<file path="config.mk">
export PLATFORM = sky130hd
export DESIGN_NAME = unified_mem_arbiter
export DESIGN_NICKNAME = d
export VERILOG_FILES = /design/src/rtl/unified_mem_arbiter.sv
export SDC_FILE = /design/constraint.sdc
export NUM_CORES = 1
export LEC_CHECK = 0
export ABC_AREA = 1
export CAP_MARGIN = 10
export CORE_AREA = 4 4 172 91
export DETAILED_ROUTE_END_ITERATION = 12
export DIE_AREA = 0 0 176 95
export GPL_TIMING_DRIVEN = 0
export MAX_ROUTING_LAYER = met4
export PLACE_DENSITY_LB_ADDON = 0.3
export SLEW_MARGIN = 20
export SYNTH_ARGS = -nofsm -noshare
export SYNTH_HDL_FRONTEND = slang
export SYNTH_SLANG_ARGS = --single-unit
</file>
<file path="constraint.sdc">
create_clock -name clk -period 2.15 [get_ports clk]
set_clock_uncertainty 0.15 [all_clocks]
set_input_delay 0.43 -clock clk [delete_from_list [all_inputs] [get_ports clk]]
set_output_delay 0.43 -clock clk [all_outputs]
set_load 0.01 [all_outputs]
</file>
<file path="src/rtl/unified_mem_arbiter.sv">
// Shares one async-read/sync-write word memory between the fetch and data ports.
// Single outstanding access with a fixed latency; ties alternate between ports.
module unified_mem_arbiter #(
  parameter int unsigned LATENCY = 4
) (
  input  logic        clk,
  input  logic        reset,
  input  logic        i_req,
  input  logic [31:0] i_addr,
  output logic        i_ready,
  output logic        i_valid,
  output logic [31:0] i_data,
  input  logic        d_req,
  input  logic        d_write,
  input  logic [31:0] d_addr,
  input  logic [31:0] d_wdata,
  output logic        d_ready,
  output logic        d_valid,
  output logic [31:0] d_rdata,
  output logic [31:0] mem_addr,
  output logic [31:0] mem_din,
  output logic        mem_read,
  output logic        mem_write,
  input  logic [31:0] mem_dout
);

  localparam int unsigned CNT_W = 4;
  localparam logic [CNT_W-1:0] CNT_LOAD = CNT_W'(LATENCY - 1);

  typedef enum logic {IDLE, BUSY} state_t;

  state_t           state;
  logic [CNT_W-1:0] cnt;
  logic             last_d;
  logic             owner_d;
  logic [31:0]      req_addr;
  logic [31:0]      req_wdata;
  logic             req_write;
  logic             grant_i;
  logic             grant_d;

  // Grant decision: a lone requester always wins; a tie goes to the port not served last.
  always_comb begin
    grant_i = 1'b0;
    grant_d = 1'b0;
    if (state == IDLE && !reset) begin
      if (i_req && d_req) begin
        grant_d = !last_d;
        grant_i = last_d;
      end else begin
        grant_i = i_req;
        grant_d = d_req;
      end
    end
  end

  assign i_ready   = grant_i;
  assign d_ready   = grant_d;
  assign mem_addr  = req_addr;
  assign mem_din   = req_wdata;
  assign mem_read  = (state == BUSY) && !req_write && !reset;
  assign mem_write = (state == BUSY) && (cnt == '0) && req_write && !reset;

  always_ff @(posedge clk) begin
    if (reset) begin
      state     <= IDLE;
      cnt       <= '0;
      last_d    <= 1'b0;
      owner_d   <= 1'b0;
      req_addr  <= '0;
      req_wdata <= '0;
      req_write <= 1'b0;
      i_valid   <= 1'b0;
      d_valid   <= 1'b0;
      i_data    <= '0;
      d_rdata   <= '0;
    end else begin
      i_valid <= 1'b0;
      d_valid <= 1'b0;
      case (state)
        IDLE: begin
          if (grant_i || grant_d) begin
            // Fetches keep the previous write data; only stores need mem_din.
            req_addr  <= grant_d ? d_addr : i_addr;
            if (grant_d) req_wdata <= d_wdata;
            req_write <= grant_d && d_write;
            owner_d   <= grant_d;
            last_d    <= grant_d;
            cnt       <= CNT_LOAD;
            state     <= BUSY;
          end
        end
        BUSY: begin
          if (cnt == '0) begin
            if (owner_d) begin
              d_valid <= 1'b1;
              if (!req_write) d_rdata <= mem_dout;
            end else begin
              i_valid <= 1'b1;
              i_data  <= mem_dout;
            end
            state <= IDLE;
          end else begin
            cnt <= cnt - CNT_W'(1);
          end
        end
        default: state <= IDLE;
      endcase
    end
  end

endmodule

</file>
After elaboration in Yosys (flattened, before gate mapping)
Index checks and enable logic that the tools add are counted.
{"block": "op_classes", "add_sub_neg": 1, "multipliers": 0, "div": 0, "magnitude_cmp": 0, "eq_ne": 2, "n_shift": 0, "muxes": 13, "n_bitwise": 4, "reduce_logical": 19}
{"operator": "32-bit 2-to-1 mux", "count": 1}
{"operator": "1-bit logical AND", "count": 8}
{"operator": "1-bit 2-to-1 mux", "count": 8}
{"operator": "4-bit 2-to-1 mux", "count": 2}
{"operator": "4-bit case mux with 2 select lines", "count": 1}
{"operator": "3-bit AND reduction", "count": 2}
{"operator": "4-bit zero test", "count": 1}
{"operator": "1-bit inverter", "count": 4}
{"operator": "2-bit AND reduction", "count": 2}
{"operator": "4-bit AND reduction", "count": 1}
{"operator": "4-bit by 1-bit subtractor with 4-bit output, second input constant", "count": 1}
{"operator": "1-bit zero test", "count": 3}
{"operator": "3-bit OR reduction", "count": 1}
{"operator": "2-bit by 1-bit inequality test with 1-bit output, second input constant", "count": 1}
{"operator": "2-bit inequality test, second input constant", "count": 1}
{"operator": "1-bit case mux with 2 select lines", "count": 1}
{"operator": "1-bit logical OR", "count": 1}
{"block": "word_totals", "ff_bits": 137, "latchBits": 0, "ram_bits": 0, "romBits": 0, "word_cells": 49, "n_memories": 0}

Logic depth before layout (Yosys ltp)
Gate-level depths: netlist of the first run.
{"block": "depth", "ltp_word": 6, "depth_mapped": 8, "mapped_depth_nobuf": 8}

Least setup slack after synthesis of the first run
Ideal clock, no wire load.
{"block": "synth_timing", "kind": "register to output", "start": "register cnt[0]", "end": "output port mem_write", "arrival_ns": 1.373, "setup_slack_ns": 0.197, "stages_incl_launch_ff": 8, "path_buffers": 1, "path_cell_list": "dfxtp_1 -> inv_1 -> ha_1 -> nand2_1 -> nor2_2 -> buf_4 -> nand2_1 -> nor2_1"}
{"block": "synth_via", "elab_chain_len": 4}
{"element": "from (decl)", "line": "33", "rtl": "logic [CNT_W-1:0] cnt;"}
{"element": "from (signal assigned)", "line": "104", "rtl": "cnt <= cnt - CNT_W'(1);"}
{"element": "4-bit zero test", "line": "62", "rtl": "assign mem_write = (state == BUSY) && (cnt == '0) && req_write && !reset;"}
{"element": "1-bit logical AND (3 in a row)", "line": "62"}
{"element": "to (decl)", "line": "23", "rtl": "output logic mem_write,"}
No other way between the ends.

Worst setup path after layout of the first run
Same ends and word-level chain as after synthesis.

==> reports/results.md, run 1 <==
| Stage | Item | This run |
| --- | --- | --- |
| grt | First-pass GRT wire length | 31800 um |
| run | Count of max-cap constraint violations | 0 |
| clocking | Clock tree from TritonCTS | done |
| critical path | Crit-path cells | inv_4 > ha_4 > nand2_8 > nor2_4 > nand2_2 > nor2_1 > buf_2 |
| yosys | Primary flip-flop cell chosen by synthesis mapping | sky130_fd_sc_hd__dfxtp_1 |
| status | Result of the run | completed |
| yosys | Complex-gate fraction of the synthesized area | 3.63% |
| power | Leakage dissipation | 4.10 nW |
| yosys | Total of flip-flops plus latches after synthesis | 137 |
| timing | Final Critical Period | 2070 ps |
| critical path | Critical path data arrival time | 1490 ps |
| critical path | Largest stage delay on the critical path | 320 ps |
| grt | GRT Total Usage | 24.9% |
| yosys | Adder and majority cell fraction of the synthesized area | 0.220% |
| grt | Via count of the first global-routing pass | 5888 |
| timing | Final Max Slew Viols | 0 |
| yosys | XOR/XNOR Fraction of Synth Area | 0% |
| yosys | Sequential fraction of the synthesis area | 48.2% |
| critical path | Startpoint kind of the worst setup timing path | register |
| timing | Worst Slack Setup Final | 82.7 ps |
| critical path | Required time of the critical path | 1570 ps |
| yosys | Number of flops mapped to enable cells by yosys | 0 |
| yosys | Cell accounting for the most synthesized area | sky130_fd_sc_hd__dfxtp_1 |
| yosys | Distinct cell type count of the synthesized netlist | 24 |
| yosys | Netlist area before placement | 0.00569 sq mm |
| routing | Total via count in the routed design | 6250 |
| routing | Routed WL | 20600 um |
| timing | Peak clock frequency supported by timing | 484 MHz |
| power | Worst ir drop on vdd | 0.000443 V |
| clocking | TritonCTS Buffers | 17 |
| floorplanning | Y dimension of the die | 95 um |
| cells and area | Total number of nets in the final design | 1195 |
| grt | Number of antenna violations at the first check in global routing | 1 |
| place | Port buffer count | 264 |
| clocking | Post-CTS Hold Fix Bufs | 0 |
| routing | # DRC | 0 |
| timing | Number of setup violations in the final report | 0 |
| timing | Rel. slew slack | 57.6% |
| floorplanning | Initial core utilization | 40.3% |
| cells and area | Count of filler cells inserted in the layout | 1249 |
| clocking | Maximum buffer depth of the clock tree | 2 |
| yosys | Post-Syn Instances | 767 |
| place | Worst slack at placement | -945 ps |
| critical path | Critical Path Sink Type | output pin |
| floorplanning | Die boundary width | 176 um |
| yosys | Largest family of logic cells by synthesized area | simple AND/OR/NAND/NOR gates |
| timing | Unrepaired setup endpoints after global routing | true |
| timing | Hold Fails Final Rpt | 0 |
| grt | Maximum number of pins on one net before global-route repair | 19 |
| timing | Setup TNS Final | 0 ps |
| yosys | Multiplexer share of the synthesized area | 0% |
| routing | Antenna Nets Post-Route | 0 |
| yosys | Simple-gate portion of the synthesized area | 39.4% |
| yosys | Syn_area_per_cell | 7.42 sq um |
| routing | Via-per-instance ratio | 4.91 |
| floorplanning | Full die area | 0.0167 sq mm |
| power | Overall power of the completed layout | 7.16 mW |
| clocking | Clock Pin Slew Worst Setup and Hold Paths | 60 ps |
| worst hold path | Min-Delay Path Class | in2reg |
| clocking | Buffer type at the clock tree root | sky130_fd_sc_hd__clkbuf_16 |
| yosys | Post-synth top area share | 48.2% |
| cells and area | Share of the core filled with cells | 66.0% |
| floorplanning | Placement row count | 31 |
| timing | Hold slack final | 164 ps |
| yosys | Warning count from the yosys run | 0 |
| cells and area | Layout Area Growth over Synthesis | 63.9% |
| critical path | Kind of cell with the highest combined delay on the critical path | simple AND/OR/NAND/NOR gates |
| floorplanning | Core Box Area | 0.0141 sq mm |
| yosys | Synth area leaders | sky130_fd_sc_hd__dfxtp_1 (48%), sky130_fd_sc_hd__nand2_1 (12%), sky130_fd_sc_hd__nor2_1 (9.0%), sky130_fd_sc_hd__nand4_1 (7.0%), sky130_fd_sc_hd__nand3_1 (6.2%) |
| place | Final GP Congestion | 0.926 |
| place | Instance area after placement | 0.00858 sq mm |
| floorplanning | Number of placed I/O pins | 267 |
| routing | Mean routed wirelength per cell | 16.2 um |
| yosys | Share of async-settable or async-resettable flops after synthesis | 0% |
| clocking | Clock sink count | 137 |
| place | Placed wire-length estimate | 15800 um |
| clocking | H-tree depth | 4 |
| yosys | Number of nets in the synthesized netlist | 901 |
| critical path | Type of the worst setup path | reg2out |
| grt | Gr ovfl total | 0 |
| routing | Initial detailed-routing violation count | 519 |
| critical path | Number of buffers and inverters on the critical path | 2 |
| place | Placed instance count | 1229 |
| timing | Slew at the pin closest to its max-slew limit | 636 ps |
| cells and area | Final Instance Count excl. Fillers | 1273 |
| critical path | Max FO, Critical Path | 4 |
| cells and area | Post-layout instance area | 0.00932 sq mm |
| power | Cell area power density | 768 mW/mm^2 |
| clocking | Worst-skew pair later-pin latency | 410 ps |
| routing | Pre-Repair DR Iteration Count | 5 |
| cells and area | Fraction of layout cells with a size suffix above 1 | 10.1% |
| critical path | Slowest stage cell on the critical path | sky130_fd_sc_hd__dfxtp_2 |
| timing | Fin crit share | 96.2% |
-- what timing repair did --
item	CTS	global route
resized for setup	30	10
pin swaps	3	5
buffers inserted	7	9
endpoints found under the setup margin	4	2
gates cloned	0	0
-- report_power, final --
group          internal, mW  switching (mW)  total (mW)  leakage [nW]
Clock                  1.65            1.22        2.87         0.284
Combinational         0.763           0.704        1.47          2.70
Sequential             2.72           0.107        2.82          1.12
-- routing by layer --
layer	track usage, %	part of all wire (%)	routed length, um
met5	-	0	0
met1	35.1	48	9840
met4	4.86	0.97	199
met2	34.7	41	8390
met3	8.40	11	2170
-- synthesized netlist by cell type (2+ instances only) --
cell type and instances:
sky130_fd_sc_hd__a21oi_1 5, sky130_fd_sc_hd__nand3_2 2, sky130_fd_sc_hd__buf_4 5, sky130_fd_sc_hd__inv_1 39, sky130_fd_sc_hd__inv_2 5, sky130_fd_sc_hd__nor2_1 136, sky130_fd_sc_hd__nand3b_1 32, sky130_fd_sc_hd__buf_6 6
sky130_fd_sc_hd__o21ai_0 8, sky130_fd_sc_hd__dfxtp_1 137, sky130_fd_sc_hd__nand3_1 70, sky130_fd_sc_hd__nand2_1 176, sky130_fd_sc_hd__o21ai_1 25, sky130_fd_sc_hd__nand4_1 64, sky130_fd_sc_hd__buf_2 27, sky130_fd_sc_hd__nor3_1 2
sky130_fd_sc_hd__buf_1 11, sky130_fd_sc_hd__nor2_4 2, sky130_fd_sc_hd__clkbuf_1 10
-- path summary, 6_finish.rpt --
path / startpoint / end / slack [ps] / depth (start not counted)
setup / recovery: cnt[0] / mem_write / 80 / 7
setup reg to reg: cnt[0] / d_rdata[26] / 360 / 10
hold / removal: reset / req_write / 160 / 2
hold reg to reg: mem_din[0] / mem_din[0] / 310 / 2
-- state kept, by name, summed over array words and instances (netlist names) --
signal,count
d_rdata,32
i_data,32
mem_addr,32
mem_din,32
cnt,4
d_valid,1
i_valid,1
owner_d,1
req_write,1
state,1
-- cell families (layout without fill, tap and decap cells) --
family	count (synthesis)	after routing
simple gates	487	487
compound gates	39	39
fa+ha+maj	1	1
other cells	0	1
buf+inv	103	410
flops	137	137
-- cell type report --
| cell class | count | area [sq um] | area share [%] |
|---|---|---|---|
| Clock inverter | 14 | 138 | 1.48 |
| Antenna cell | 1 | 2.50 | 0.0268 |
| Multi-Input combinational cell | 527 | 2520 | 27.0 |
| Buffer | 54 | 307 | 3.29 |
| Sequential cell | 137 | 2750 | 29.5 |
| Timing Repair Buffer | 280 | 2750 | 29.4 |
| Inverter | 44 | 175 | 1.88 |
| Clock buffer | 18 | 439 | 4.71 |
| Tap cell | 198 | 248 | 2.66 |
-- cells in the final DEF, fill, tap and decap left out, types with 2 or more instances in the layout --
master / instances
sky130_fd_sc_hd__nor2_4: 4
sky130_fd_sc_hd__clkinv_4: 4
sky130_fd_sc_hd__dlygate4sd2_1: 2
sky130_fd_sc_hd__dfxtp_2: 3
sky130_fd_sc_hd__nand3b_1: 32
sky130_fd_sc_hd__nand2_1: 174
sky130_fd_sc_hd__inv_1: 37
sky130_fd_sc_hd__inv_2: 5
sky130_fd_sc_hd__buf_1: 9
sky130_fd_sc_hd__dfxtp_1: 133
sky130_fd_sc_hd__clkbuf_16: 17
sky130_fd_sc_hd__nand4_1: 64
sky130_fd_sc_hd__inv_6: 5
sky130_fd_sc_hd__clkbuf_1: 10
sky130_fd_sc_hd__clkbuf_2: 2
sky130_fd_sc_hd__nand3_1: 70
sky130_fd_sc_hd__nor2_1: 135
sky130_fd_sc_hd__nor3_1: 2
sky130_fd_sc_hd__inv_8: 2
sky130_fd_sc_hd__buf_4: 19
sky130_fd_sc_hd__o21ai_1: 25
sky130_fd_sc_hd__clkdlybuf4s50_1: 259
sky130_fd_sc_hd__buf_6: 6
sky130_fd_sc_hd__o21ai_0: 8
sky130_fd_sc_hd__buf_2: 26
sky130_fd_sc_hd__clkinv_2: 2
sky130_fd_sc_hd__a21oi_1: 5
-- worst reg2reg max path, stage by stage (launching register included) --
cell and delay (ps):
sky130_fd_sc_hd__dfxtp_2 320, sky130_fd_sc_hd__inv_4 70, sky130_fd_sc_hd__ha_4 170, sky130_fd_sc_hd__nand2_8 60, sky130_fd_sc_hd__buf_4 130, sky130_fd_sc_hd__buf_4 130
sky130_fd_sc_hd__nor2_4 170, sky130_fd_sc_hd__inv_2 90, sky130_fd_sc_hd__buf_2 200, sky130_fd_sc_hd__nor2_1 140, sky130_fd_sc_hd__nor2_1 70
No activity file was read; power rests on OpenSTA's default activity.
==> run 2, diff against run 1 <==
--- a/config.mk
+++ b/config.mk
@@ -7,9 +7,9 @@
 export LEC_CHECK = 0
 export ABC_AREA = 1
 export CAP_MARGIN = 10
-export CORE_AREA = 4 4 172 91
+export CORE_AREA = 10 10 178 97
 export DETAILED_ROUTE_END_ITERATION = 12
-export DIE_AREA = 0 0 176 95
+export DIE_AREA = 0 0 188 107
 export GPL_TIMING_DRIVEN = 0
 export MAX_ROUTING_LAYER = met4
 export PLACE_DENSITY_LB_ADDON = 0.3
==> run 2 against run 1 <==
Global-route usage fell by 2.9 points. Flip-flop and latch count did not move. Die area up 20%. Critical path type unchanged. Clock power grew 3%. Sequential power barely moved. Sequential share of layout area about the same. Setup slack worse by 33 ps. Via count about the same. Largest power group unchanged.
==> reports/results.md, run 2 (synthesis results as in run 1) <==
| Stage | Item | This run | Change |
| --- | --- | --- | --- |
| grt | Maximum number of pins on one net before global-route repair | 19 | unchanged |
| routing | Via-per-instance ratio | 4.93 | +0.33% |
| timing | Hold Fails Final Rpt | 0 | unchanged |
| grt | First-pass GRT wire length | 34100 um | +7.2% |
| critical path | Type of the worst setup path | reg2out |  |
| critical path | Required time of the critical path | 1570 ps | about the same |
| routing | Antenna Nets Post-Route | 0 | unchanged |
| cells and area | Fraction of layout cells with a size suffix above 1 | 9.83% | -0.32 points |
| critical path | Startpoint of the worst-slack reg-to-reg timing path | state |  |
| critical path | Critical Path Sink Type | output pin |  |
| floorplanning | Initial core utilization | 40.3% | unchanged |
| place | Port buffer count | 264 | unchanged |
| clocking | Clock tree from TritonCTS | done |  |
| cells and area | Most frequent cells in the layout | sky130_fd_sc_hd__clkdlybuf4s50_1 (259), sky130_fd_sc_hd__nand2_1 (173), sky130_fd_sc_hd__nor2_1 (134) |  |
| power | Overall power of the completed layout | 7.24 mW | +1.1% |
| cells and area | Share of the core filled with cells | 66.0% | about the same |
| place | Instance area after placement | 0.00858 sq mm | unchanged |
| clocking | Maximum buffer depth of the clock tree | 2 | unchanged |
| timing | Slew at the pin closest to its max-slew limit | 610 ps | -25.9 ps |
| clocking | Buffer type at the clock tree root | sky130_fd_sc_hd__clkbuf_16 |  |
| floorplanning | Y dimension of the die | 107 um | +13% |
| critical path | Worst reg-to-reg path cell count | 9 | -1 |
| routing | Total via count in the routed design | 6251 | +0.016% |
| clocking | TritonCTS Buffers | 17 | unchanged |
| timing | Fin crit share | 97.7% | +1.5 points |
| timing | Hold slack final | 313 ps | +148 ps |
| critical path | Worst setup slack for register-to-register paths | 320 ps | -40 ps |
| critical path | Capture point of the critical path | mem_write |  |
| timing | Rel. slew slack | 59.3% | +1.7 points |
| power | Worst ir drop on vdd | 0.000584 V | +32% |
| grt | Via count of the first global-routing pass | 5928 | +0.68% |
| routing | Mean routed wirelength per cell | 17.7 um | +9.4% |
| power | Leakage dissipation | 4.08 nW | -0.47% |
| clocking | Clock sink count | 137 | unchanged |
| timing | Peak clock frequency supported by timing | 476 MHz | -1.6% |
| routing | Pre-Repair DR Iteration Count | 5 | unchanged |
| timing | Setup TNS Final | 0 ps | unchanged |
| critical path | Critical path data arrival time | 1520 ps | +30 ps |
| floorplanning | Full die area | 0.0201 sq mm | +20% |
| place | Final GP Congestion | 0.938 | +1.3% |
| place | Placed wire-length estimate | 17500 um | +11% |
| cells and area | Final Instance Count excl. Fillers | 1269 | -0.31% |
| routing | Routed WL | 22500 um | +9.1% |
| clocking | H-tree depth | 4 | unchanged |
| place | Placed instance count | 1229 | unchanged |
| grt | Gr ovfl total | 0 | unchanged |
| worst hold path | Min-Delay Path Class | reg2reg |  |
| critical path | Startpoint kind of the worst setup timing path | register |  |
| timing | Unrepaired setup endpoints after global routing | true |  |
| status | Result of the run | completed |  |
| floorplanning | Die boundary width | 188 um | +6.8% |
| timing | Final Critical Period | 2100 ps | +33.2 ps |
| floorplanning | Number of placed I/O pins | 267 | unchanged |
| grt | GRT Total Usage | 22.0% | -2.9 points |
| clocking | Worst-skew pair later-pin latency | 400 ps | about the same |
| critical path | Crit Reg-Reg Endpoint | mem_addr[8] |  |
| timing | Number of setup violations in the final report | 0 | unchanged |
| floorplanning | Placement row count | 31 | unchanged |
| place | Worst slack at placement | -955 ps | -9.63 ps |
| power | Cell area power density | 777 mW/mm^2 | +1.2% |
| grt | Number of antenna violations at the first check in global routing | 3 | +2 |
| routing | Initial detailed-routing violation count | 444 | -14% |
| routing | # DRC | 0 | unchanged |
| critical path | Setup crit start | cnt[1] |  |
| clocking | Clock Pin Slew Worst Setup and Hold Paths | 60 ps | about the same |
| cells and area | Layout Area Growth over Synthesis | 63.7% | about the same |
| critical path | Max FO, Critical Path | 5 | +1 |
| timing | Worst Slack Setup Final | 49.5 ps | -33.2 ps |
| run | Count of max-cap constraint violations | 0 | unchanged |
| cells and area | Post-layout instance area | 0.00932 sq mm | about the same |
| cells and area | Commonest non-fill, non-tap cell in the layout | sky130_fd_sc_hd__clkdlybuf4s50_1 |  |
| worst hold path | Cell depth of the worst min-delay path | 2 | unchanged |
| timing | Final Max Slew Viols | 0 | unchanged |
| floorplanning | Core Box Area | 0.0141 sq mm | unchanged |
| cells and area | Total number of nets in the final design | 1189 | -0.50% |
run 2: changes by cell type in the layout (fill, tap and decap cells not counted):
cell | before | now
sky130_fd_sc_hd__inv_8 | 2 | 3
sky130_fd_sc_hd__clkinv_2 | 2 | 1
sky130_fd_sc_hd__diode_2 | 1 | 3
sky130_fd_sc_hd__nor2_2 | 0 | 1
sky130_fd_sc_hd__inv_2 | 5 | 6
sky130_fd_sc_hd__nand2_1 | 174 | 173
sky130_fd_sc_hd__bufinv_16 | 1 | 2
sky130_fd_sc_hd__clkinvlp_4 | 1 | 3
sky130_fd_sc_hd__nor2_1 | 135 | 134
sky130_fd_sc_hd__nand2_4 | 1 | 2
sky130_fd_sc_hd__inv_6 | 5 | 3
sky130_fd_sc_hd__inv_4 | 1 | 0
sky130_fd_sc_hd__buf_4 | 19 | 13
sky130_fd_sc_hd__clkinv_4 | 4 | 3
run 2: timing repair:
action                                  in CTS  in global routing
pin swaps                                    3                  4
gates resized for setup                     31                 11
hold endpoints to repair                     0                  0
hold buffers                                 0                  0
buffers inserted                             5                  5
endpoints found under the setup margin       4                  3
run 2: area by class of cell:
type	instances	area, sq um
repair buffers	274	2700
clock inverters	14	163
flip-flops and latches	137	2750
multi-input cells	527	2530
well taps	198	248
inverters	44	173
fillers	1253	4800
plain buffers	54	307
diodes	3	7.51
clock buffers	18	439
run 2: report_power, final:
part / total [mW] / internal, mW / leakage (nW) / switching [mW]
Combinational: 1.45 / 0.737 / 2.67 / 0.713
Clock: 2.97 / 1.77 / 0.287 / 1.20
Sequential: 2.82 / 2.72 / 1.12 / 0.104
Total: 7.24 / 5.22 / 4.08 / 2.02
run 2: routing by layer:
layer	global-route usage, %	routed length (um)
met1	29.8	10700
met2	30.4	9160
met3	7.99	2410
met4	4.82	229
met5	-	0
run 2: critical path, cell delays in order, from the launching register on:
cell and delay, ps:
sky130_fd_sc_hd__dfxtp_2 320, sky130_fd_sc_hd__inv_2 70, sky130_fd_sc_hd__ha_4 170, sky130_fd_sc_hd__nand2_8 80, sky130_fd_sc_hd__nor2_4 140, sky130_fd_sc_hd__nand2_4 80, sky130_fd_sc_hd__nor2_2 110, sky130_fd_sc_hd__buf_2 140
run 2: worst min path at each step:
stage | start | end
after detailed placement | mem_din[1] | mem_din[1]
after global routing | mem_din[15] | mem_din[15]
after floorplan | cnt[1] | cnt[1]
after global placement | mem_din[19] | mem_din[19]
after CTS | mem_din[16] | mem_din[16]
final | mem_din[1] | mem_din[1]
